### src/rtl/seq_pkg.sv
// seq_pkg: states, opcodes, IR field positions and control-bit indices for datapath_sequencer
package seq_pkg;
  typedef enum logic [2:0] {S_IDLE, S_T0, S_T1, S_T2, S_T3, S_T4, S_T5, S_ERR} state_t;
  typedef enum logic [4:0] {
    OP_ADD, OP_SUB, OP_AND, OP_OR, OP_SHR, OP_SHRA, OP_SHL,
    OP_ROR, OP_ROL, OP_NEG, OP_NOT, OP_MUL, OP_DIV
  } op_t;
  localparam int OP_HI = 31;
  localparam int OP_LO = 27;
  localparam int RA_HI = 26;
  localparam int RA_LO = 23;
  localparam int RB_HI = 22;
  localparam int RB_LO = 19;
  localparam int RC_HI = 18;
  localparam int RC_LO = 15;
  localparam int CI_HI = 7;
  localparam int CI_LO = 6;
  localparam int CI_PC = 5;
  localparam int CI_IR = 4;
  localparam int CI_Y = 3;
  localparam int CI_Z = 2;
  localparam int CI_MAR = 1;
  localparam int CI_MDR = 0;
  localparam int CO_HI = 7;
  localparam int CO_LO = 6;
  localparam int CO_ZH = 5;
  localparam int CO_ZL = 4;
  localparam int CO_PC = 3;
  localparam int CO_MDR = 2;
  localparam int CO_INP = 1;
  localparam int CO_C = 0;
  localparam logic [4:0] ALU_ADD_BIT = 5'd13;
  // ADD sits at the MSB of alu_op, so later opcodes move toward bit 0
  function automatic logic [13:0] alu_onehot(input logic [4:0] op);
    return 14'd1 << (ALU_ADD_BIT - op);
  endfunction
endpackage

### src/rtl/seq_reg_decode.sv
// seq_reg_decode: 4-to-16 one-hot register select with enable
module seq_reg_decode (
  input  logic        en_i,
  input  logic [3:0]  sel_i,
  output logic [15:0] onehot_o
);
  assign onehot_o = en_i ? 16'd1 << sel_i : '0;
endmodule

### src/rtl/datapath_sequencer.sv
// datapath_sequencer: Moore control unit sequencing fetch/decode/ALU execute on the bus datapath.
// SEQ_MEM_WAIT_EN adds mem_ready and stretches T1 until memory data is valid.
module datapath_sequencer
  import seq_pkg::*;
(
  input  logic        clock,
  input  logic        clear,
  input  logic        start,
  input  logic [31:0] IR,
`ifdef SEQ_MEM_WAIT_EN
  input  logic        mem_ready,
`endif
  output logic [15:0] Rin,
  output logic [15:0] Rout,
  output logic [7:0]  ctl_in,
  output logic [7:0]  ctl_out,
  output logic        IncPC,
  output logic        Read,
  output logic [13:0] alu_op,
  output logic        busy,
  output logic        done,
  output logic        err
);
  state_t     state_q;
  logic       err_q;
  logic [4:0] op;
  logic [3:0] ra, rb, rc;
  logic       legal, unary, muldiv;
  logic       t0, t1, t2, t3, t4, t5;
  logic       unused_ir;
  assign op = IR[OP_HI:OP_LO];
  assign ra = IR[RA_HI:RA_LO];
  assign rb = IR[RB_HI:RB_LO];
  assign rc = IR[RC_HI:RC_LO];
  assign unused_ir = ^IR[RC_LO-1:0];
  assign legal = op <= OP_DIV;
  assign unary = op == OP_NEG || op == OP_NOT;
  assign muldiv = op == OP_MUL || op == OP_DIV;
  always_ff @(posedge clock or posedge clear) begin
    if (clear) begin
      state_q <= S_IDLE;
      err_q <= 1'b0;
    end else begin
      err_q <= 1'b0;
      case (state_q)
        S_IDLE: state_q <= start ? S_T0 : S_IDLE;
        S_T0: state_q <= S_T1;
`ifdef SEQ_MEM_WAIT_EN
        S_T1: state_q <= mem_ready ? S_T2 : S_T1;
`else
        S_T1: state_q <= S_T2;
`endif
        S_T2: state_q <= S_T3;
        S_T3: begin
          state_q <= legal ? S_T4 : S_ERR;
          err_q <= !legal;
        end
        S_T4: state_q <= S_T5;
        S_T5: state_q <= start ? S_T0 : S_IDLE;
        default: state_q <= S_IDLE;
      endcase
    end
  end
  // Execute-phase strobes are gated by legal so an illegal T3 drives nothing
  assign t0 = state_q == S_T0;
  assign t1 = state_q == S_T1;
  assign t2 = state_q == S_T2;
  assign t3 = state_q == S_T3 && legal;
  assign t4 = state_q == S_T4 && legal;
  assign t5 = state_q == S_T5 && legal;
  seq_reg_decode u_rout (
    .en_i     (t3 | t4),
    .sel_i    (t4 && !unary ? rc : rb),
    .onehot_o (Rout)
  );
  seq_reg_decode u_rin (
    .en_i     (t5 && !muldiv),
    .sel_i    (ra),
    .onehot_o (Rin)
  );
  always_comb begin
    ctl_in = '0;
    ctl_in[CI_HI] = t5 && muldiv;
    ctl_in[CI_LO] = t5 && muldiv;
    ctl_in[CI_PC] = t0;
    ctl_in[CI_IR] = t2;
    ctl_in[CI_Y] = t3;
    ctl_in[CI_Z] = t4;
    ctl_in[CI_MAR] = t0;
    ctl_in[CI_MDR] = t1;
    ctl_out = '0;
    ctl_out[CO_HI] = 1'b0;
    ctl_out[CO_LO] = 1'b0;
    ctl_out[CO_ZH] = 1'b0;
    ctl_out[CO_ZL] = t5 && !muldiv;
    ctl_out[CO_PC] = t0;
    ctl_out[CO_MDR] = t2;
    ctl_out[CO_INP] = 1'b0;
    ctl_out[CO_C] = 1'b0;
  end
  assign IncPC = t0;
  assign Read = t1;
  assign alu_op = t4 ? alu_onehot(op) : '0;
  assign busy = state_q != S_IDLE;
  assign done = t5;
  assign err = err_q;
  assert property (@(posedge clock) disable iff (clear) $onehot0({Rout, ctl_out}));
endmodule

### config.mk
export PLATFORM = sky130hd
export DESIGN_NAME = datapath_sequencer
export DESIGN_NICKNAME = d
export VERILOG_FILES = /design/src/rtl/seq_pkg.sv /design/src/rtl/seq_reg_decode.sv /design/src/rtl/datapath_sequencer.sv
export SDC_FILE = /design/constraint.sdc
export NUM_CORES = 1
export LEC_CHECK = 0
export ABC_AREA = 1
export CORE_UTILIZATION = 33
export CTS_CLUSTER_SIZE = 20
export DETAILED_ROUTE_END_ITERATION = 10
export PLACE_DENSITY_LB_ADDON = 0.05
export SKIP_LAST_GASP = 1
export SLEW_MARGIN = 5
export SYNTH_ARGS = -nofsm -noshare
export SYNTH_HDL_FRONTEND = slang
export SYNTH_SLANG_ARGS = --single-unit
### constraint.sdc
create_clock -name clock -period 5.22 [get_ports clock]
set_input_delay 1.566 -clock clock [delete_from_list [all_inputs] [get_ports clock]]
set_output_delay 1.566 -clock clock [all_outputs]
set_load 0.01 [all_outputs]
# [After elaboration in Yosys (flattened, before gate mapping)]
# Index checks and enable logic that the tools add are counted.
[totals] regBits=4 input_bits=35 out_inout_bits=67 word_cells=40
[op_classes] n_addsub=1 order_cmp=1 eq_ne=10 shift=3 n_mux=8 n_bitwise=1 n_reduce_logical=14
[op_table] op="16-bit 2-to-1 mux" n=2
[op_table] op="1-bit by 4-bit << shifter with 16-bit output (first input constant)" n=2
[op_table] op="5-bit by 4-bit == test with 1-bit output (second input constant)" n=4
[op_table] op="3-bit one-hot mux with 6 select lines" n=1
[op_table] op="14-bit 2-to-1 mux" n=1
[op_table] op="1-bit by 5-bit << shifter with 14-bit output (first input constant)" n=1
[op_table] op="3-bit == test (second input constant)" n=3
[op_table] op="3-bit by 2-bit == test with 1-bit output (second input constant)" n=2
[op_table] op="1-bit logical AND" n=6
[op_table] op="5-bit by 4-bit <= comparator with 1-bit output (second input constant)" n=1
[op_table] op="4-bit by 5-bit subtractor with 5-bit output (first input constant)" n=1
[op_table] op="4-bit 2-to-1 mux" n=1
[op_table] op="3-bit by 1-bit == test with 1-bit output (second input constant)" n=1
[op_table] op="1-bit zero test" n=3
[op_table] op="3-bit zero test" n=1
[op_table] op="3-bit nonzero test" n=1
[op_table] op="1-bit logical OR" n=2
[op_table] op="1-bit 2-to-1 mux" n=2
[op_table] op="2-bit 2-to-1 mux" n=1
[op_table] op="2-bit OR reduction" n=1
[op_table] op="1-bit bitwise OR" n=1

# [Longest topological paths before layout]
[logic_depth] ltp_word=7 depth_mapped=11 ltp_nobuf=11

# [Modules after synthesis]
# Synthesis repeated with hierarchy kept, for this count alone.
[unflattened] cells_unflattened=182 hier_area_um2=953.4
[by_module_without_submodules] module="datapath_sequencer" instances=1 cells_each=120 area_per_inst_um2=700.7 seq_area_each_um2=100.1
[by_module_without_submodules] module="seq_reg_decode" instances=2 cells_each=31 area_per_inst_um2=126.4 seq_area_each_um2=0.0

# [Worst setup path before layout]
# OpenSTA, ideal clock, no wires.
[synth_path] path_kind="input to output" start="in IR[28]" end="out alu_op[7]" arrival_time_ns=2.667 t_required_ns=3.654 setup_slack_ns=0.987 stages=9 n_path_buf=1 path_cell_list="inv_1 > ha_1 > nand2_1 > nand2_1 > nand2_1 > nor2_4 > buf_6 > nand3_1 > nor4_1"
[synth_between] elab_chain_cells=3 word_cells_on_any_way=5 cone_classes="1 x add/sub; 1 x order compare; 1 x shift; 1 x mux; 1 x reduce/logical"
[synth_lines] item="from (decl)" line_no="datapath_sequencer.sv:9" rtl="input logic [31:0] IR,"
[synth_lines] item="5-bit by 4-bit <= comparator with 1-bit output" line_no="datapath_sequencer.sv:36" rtl="assign legal = op <= OP_DIV;"
[synth_lines] item="1-bit logical AND" line_no="datapath_sequencer.sv:69" rtl="assign t4 = state_q == S_T4 && legal;"
[synth_lines] item="net t4" line_no="datapath_sequencer.sv:29" rtl="logic t0, t1, t2, t3, t4, t5;"
[synth_lines] item="14-bit 2-to-1 mux" line_no="datapath_sequencer.sv:103" rtl="assign alu_op = t4 ? alu_onehot(op) : '0;"
[synth_lines] item="to (decl)" line_no="datapath_sequencer.sv:19" rtl="output logic [13:0] alu_op,"
# The timed path passes the listed nets, and every way through them passes these cells.

# [Worst setup path after layout]
[layout_path] start="in IR[29]" end="out Rin[6]"
[layout_between] elab_chain_cells=5 word_cells_on_any_way=8 cone_classes="1 x order compare; 2 x eq/ne; 1 x mux; 4 x reduce/logical"
[layout_lines] item="parallel branches: the longest is 3 deep, another holds 5-bit by 4-bit <= comparator with 1-bit output"
[layout_lines] item="1-bit logical AND *" line_no="datapath_sequencer.sv:77" rtl=".en_i (t5 && !muldiv),"
[layout_lines] item="16-bit 2-to-1 mux *" line_no="seq_reg_decode.sv:7" rtl="assign onehot_o = en_i ? 16'd1 << sel_i : '0;"
[layout_lines] item="to (decl)" line_no="datapath_sequencer.sv:13" rtl="output logic [15:0] Rin,"
# Every way passes the cells marked *.

==> flow_summary.yaml <==
worst_setup_path:
  timing.critical_path.slowest_cell_delay_ns: 0.54
  timing_worst_setup_path_type: "input port to output pin"
  element_type_at_the_critical_path_end: "output pin"
  worst_path_max_delay_cell: "clkdlybuf4s50_1"
  cp.buffers_inverters: 3
  crit_chain: "clkdlybuf4s50_1 -> ha_1 -> nand2_1 -> inv_1 -> nand2_1 -> nand2_2 -> nand4_1 -> nor2_2 -> nand2_2 -> nor2_1 -> clkdlybuf4s50_1"
  cp.depth: 11
  start_kind: "input port"
  worst-endpoint-required_ns: 3.65
  critPathCapture: "Rin[6]"
  path_max_fanout: 7
  worst_flop_to_flop_path_endpoint: "state_q[1]"
  launch_point_of_the_worst_path: "IR[29]"
  critical_path.reg2reg.startpoint: "state_q[2]"
  timing.critical_path.arrival_ns: 3.66
  worst_r2r_path_depth: 7
  ff2ff_setup_slack_ns: 4.05
  timing.critical_path.max_delay_family: "buffers and inverters"
die:
  ios: 102
  row_count: 20
  fp.dieW_um: 58.6
  start_util_pct: 34.6
  die_area_mm2: 0.00343
  floorplan.die.height_um: 58.6
  core_area_mm2: 0.00305
finish:
  post_route_cells_drive_above_1_share_pct: 16.4
  antenna_cells_inserted: 0
  syn2layout_area_growth_pct: 88.3
  final-instance-count-excl-fill: 318
  fin_nets: 313
  post-route-cell-area_mm2: 0.00199
sta:
  final.min_clock_period_ns: 5.23
  timing_hold_violations_final: 0
  fmax_mhz: 191
  fin_hold_ws_ns: 0.628
  fin_worst_skew_ns: 0.00482
  rsz0062_at_grt: "true"
  period_share_pct: 100
  setup_viol_count_final: 2
  setup_ws_ns: -0.00823
  finalMaxSlewViolations: 0
synth:
  ys_seq_area_share_pct: 9.48
  synth_async_sr_flop_share_pct: 100
  ys_warn_count: 0
  ys_types: 26
  synth_most_common_cell: "nor2_1"
  post_synth_inst_count: 189
  postSynthRegisterBits: 4
  synth.cell_area_mm2: 0.00106
  synth-edff-count: 0
  dominantRegCellSynth: "dfrtp_1"
  synth_area_leader_cell: "nor2_1"
  yosysTopAreaCellShare_pct: 18.1
  synthesis.area_per_instance_um2: 5.59
  yosys-top-cells-count: "nor2_1 (51), inv_1 (25), nand2_1 (24)"
  synth.top_cells.by_area: "nor2_1 (18%), nand3_1 (11%), buf_4 (11%), dfrtp_1 (9.5%), inv_1 (8.9%)"
outcome:
  outcome: "finished with violations"
  violations: "negative setup slack"
power:
  static_leakage_nw: 1.37
  seq_pwr_share_pct: 16.6
  power_report.internal_total_uw: 195
  clock_power_share_pct: 10.6
  ir_drop_mv: 0.266
  p_switching_uw: 162
  power-per-cell-area_mw_per_mm2: 179
  logic_gate_share_of_total_power_pct: 72.8
  power_switching_share_pct: 45.4
  p_total_uw: 357
clock_network:
  cts_max_path_buffers: 2
  tritoncts: "done"
  cts-hold-fix-buffers: 0
  clkLatencyLatePin_ns: 0.24
  clock_sink_count: 4
  clkTransAtPathRegs_ns: 0.04
  htree_num_levels: 1
  cts_buffer_count: 3
  clock-root-buffer: "clkbuf_4"
route:
  drtIter0Drc: 50
  vias_per_cell: 4.35
  drcViolationCount: 0
  dr_total_vias: 1384
  post_drt_wl_per_cell_um: 9.62
  drtAntennaViolNets: 0
  drt_pass1_iterations: 4
  drt-total-wl_um: 3060
global_route:
  global_route_wire_length_before_repair_um: 4470
  grt_antenna_before_repair: 0
  largest_net_degree_at_the_start_of_global_routing: 11
  first_global_vias: 1105
  track_usage_pct: 16.3
  overflow: 0
min_path:
  holdCritPathClass: "flip-flop to flip-flop"
place:
  port_buffers: 81
  globalplace.congestion: 0.778
  hpwlAfterDp_um: 2430
  place.detailed.instances: 310
  placedInstanceArea_mm2: 0.00190
  place_ws_ns: -0.0318
flow_run:
  max_cap_violations: 0
[repair_timing]
item	in CTS	in global routing
setup endpoints to repair	22	28
pin swaps	2	1
buffers inserted	1	4
resized for setup	19	25
[layout make-up]
class | count | area [um^2]
fill | 320 | 1060
timing repair buffer | 94 | 963
multi-input combinational | 143 | 734
inverter | 30 | 113
sequential | 4 | 100
tap | 44 | 55.1
clock buffer | 3 | 22.5
[cell usage in the layout (no fill, tap or decap)]
cell type / netlist / routed
nand3b_2: 1 / 1
dlygate4sd2_1: 0 / 18
a21oi_1: 1 / 1
nand3_4: 1 / 1
buf_12: 0 / 2
o21ai_0: 1 / 1
clkbuf_4: 0 / 3
inv_2: 5 / 5
nor4_1: 1 / 1
inv_1: 25 / 25
dlymetal6s2s_1: 0 / 23
conb_1: 1 / 5
nand2_1: 24 / 24
nand3_2: 4 / 4
clkdlybuf4s50_1: 0 / 39
nand3_1: 23 / 23
buf_4: 15 / 11
nand2_4: 2 / 2
dfrtp_1: 4 / 4
nand2_2: 11 / 11
xor2_1: 2 / 2
nand3b_1: 2 / 2
nor2_8: 1 / 1
or2_2: 1 / 1
clkbuf_2: 0 / 1
nor2_1: 51 / 51
nor2_4: 1 / 1
ha_1: 2 / 2
nand4_1: 1 / 1
nor2_2: 1 / 1
nor3_1: 7 / 7
[worst min-delay path by stage]
stage | to | from | slack, ns | depth (start not counted)
final | err | state_q[0] | 0.63 | 3
after global routing | state_q[1] | state_q[0] | 0.68 | 2
after detailed placement | state_q[1] | state_q[0] | 0.63 | 2
after CTS | state_q[1] | state_q[0] | 0.63 | 2
after global placement | state_q[1] | state_q[0] | 0.63 | 2
after floorplan | err | state_q[0] | 0.59 | 3
[sequential cells by signal, indices dropped and copies added, names as in the netlist]
name,count
err,1
state_q,3
[per-stage QoR]
| step | TNS [ns] | util [%] |
|---|---|---|
| floorplan | 0 | - |
| global route | -0.627 | 65.1 |
| finish | -0.00960 | 65.1 |
| detailed placement | -0.0938 | 62.2 |
| global placement | -0.0123 | 62.2 |
| CTS | -0.0491 | 62.4 |
[layer usage]
layer / wire length (um) / track usage, % / share of wire, %
met3: 196 / 2.86 / 6.4
met5: 0 / 0 / 0
met1: 1390 / 21.2 / 46
met4: 4 / 3.06 / 0.13
met2: 1470 / 28.4 / 48
[power by group through the flow]
stage                     Combinational, mW  Clock [mW]  Sequential (mW)
after floorplan                       0.172           0           0.0573
after global placement                0.256           0           0.0589
after detailed placement              0.258           0           0.0594
after CTS                             0.259      0.0393           0.0590
after global routing                  0.283      0.0436           0.0612
final                                 0.260      0.0380           0.0591
[worst reg2reg max path, cell delays in order (launching register included)]
cell	delay (ns)
dfrtp_1	0.41
inv_2	0.10
nor2_1	0.15
inv_1	0.08
nor2_1	0.09
inv_1	0.05
nor2_1	0.11
nand3b_1	0.12
[cells by family (layout without fill, tap and decap cells)]
| logic type | after synthesis | count (layout) | share of synthesized area [%] |
|---|---|---|---|
| adder cells (fa/ha/maj) | 2 | 2 | 2.37 |
| buffers and inverters | 46 | 127 | 22.4 |
| XOR/XNOR | 2 | 2 | 1.66 |
| AO/OA/AOI/OAI | 2 | 2 | 0.947 |
| other | 1 | 5 | 0.355 |
| AND/OR/NAND/NOR | 132 | 132 | 62.8 |
| flip-flops | 4 | 4 | 9.48 |
(Power assumes the default switching activity.)
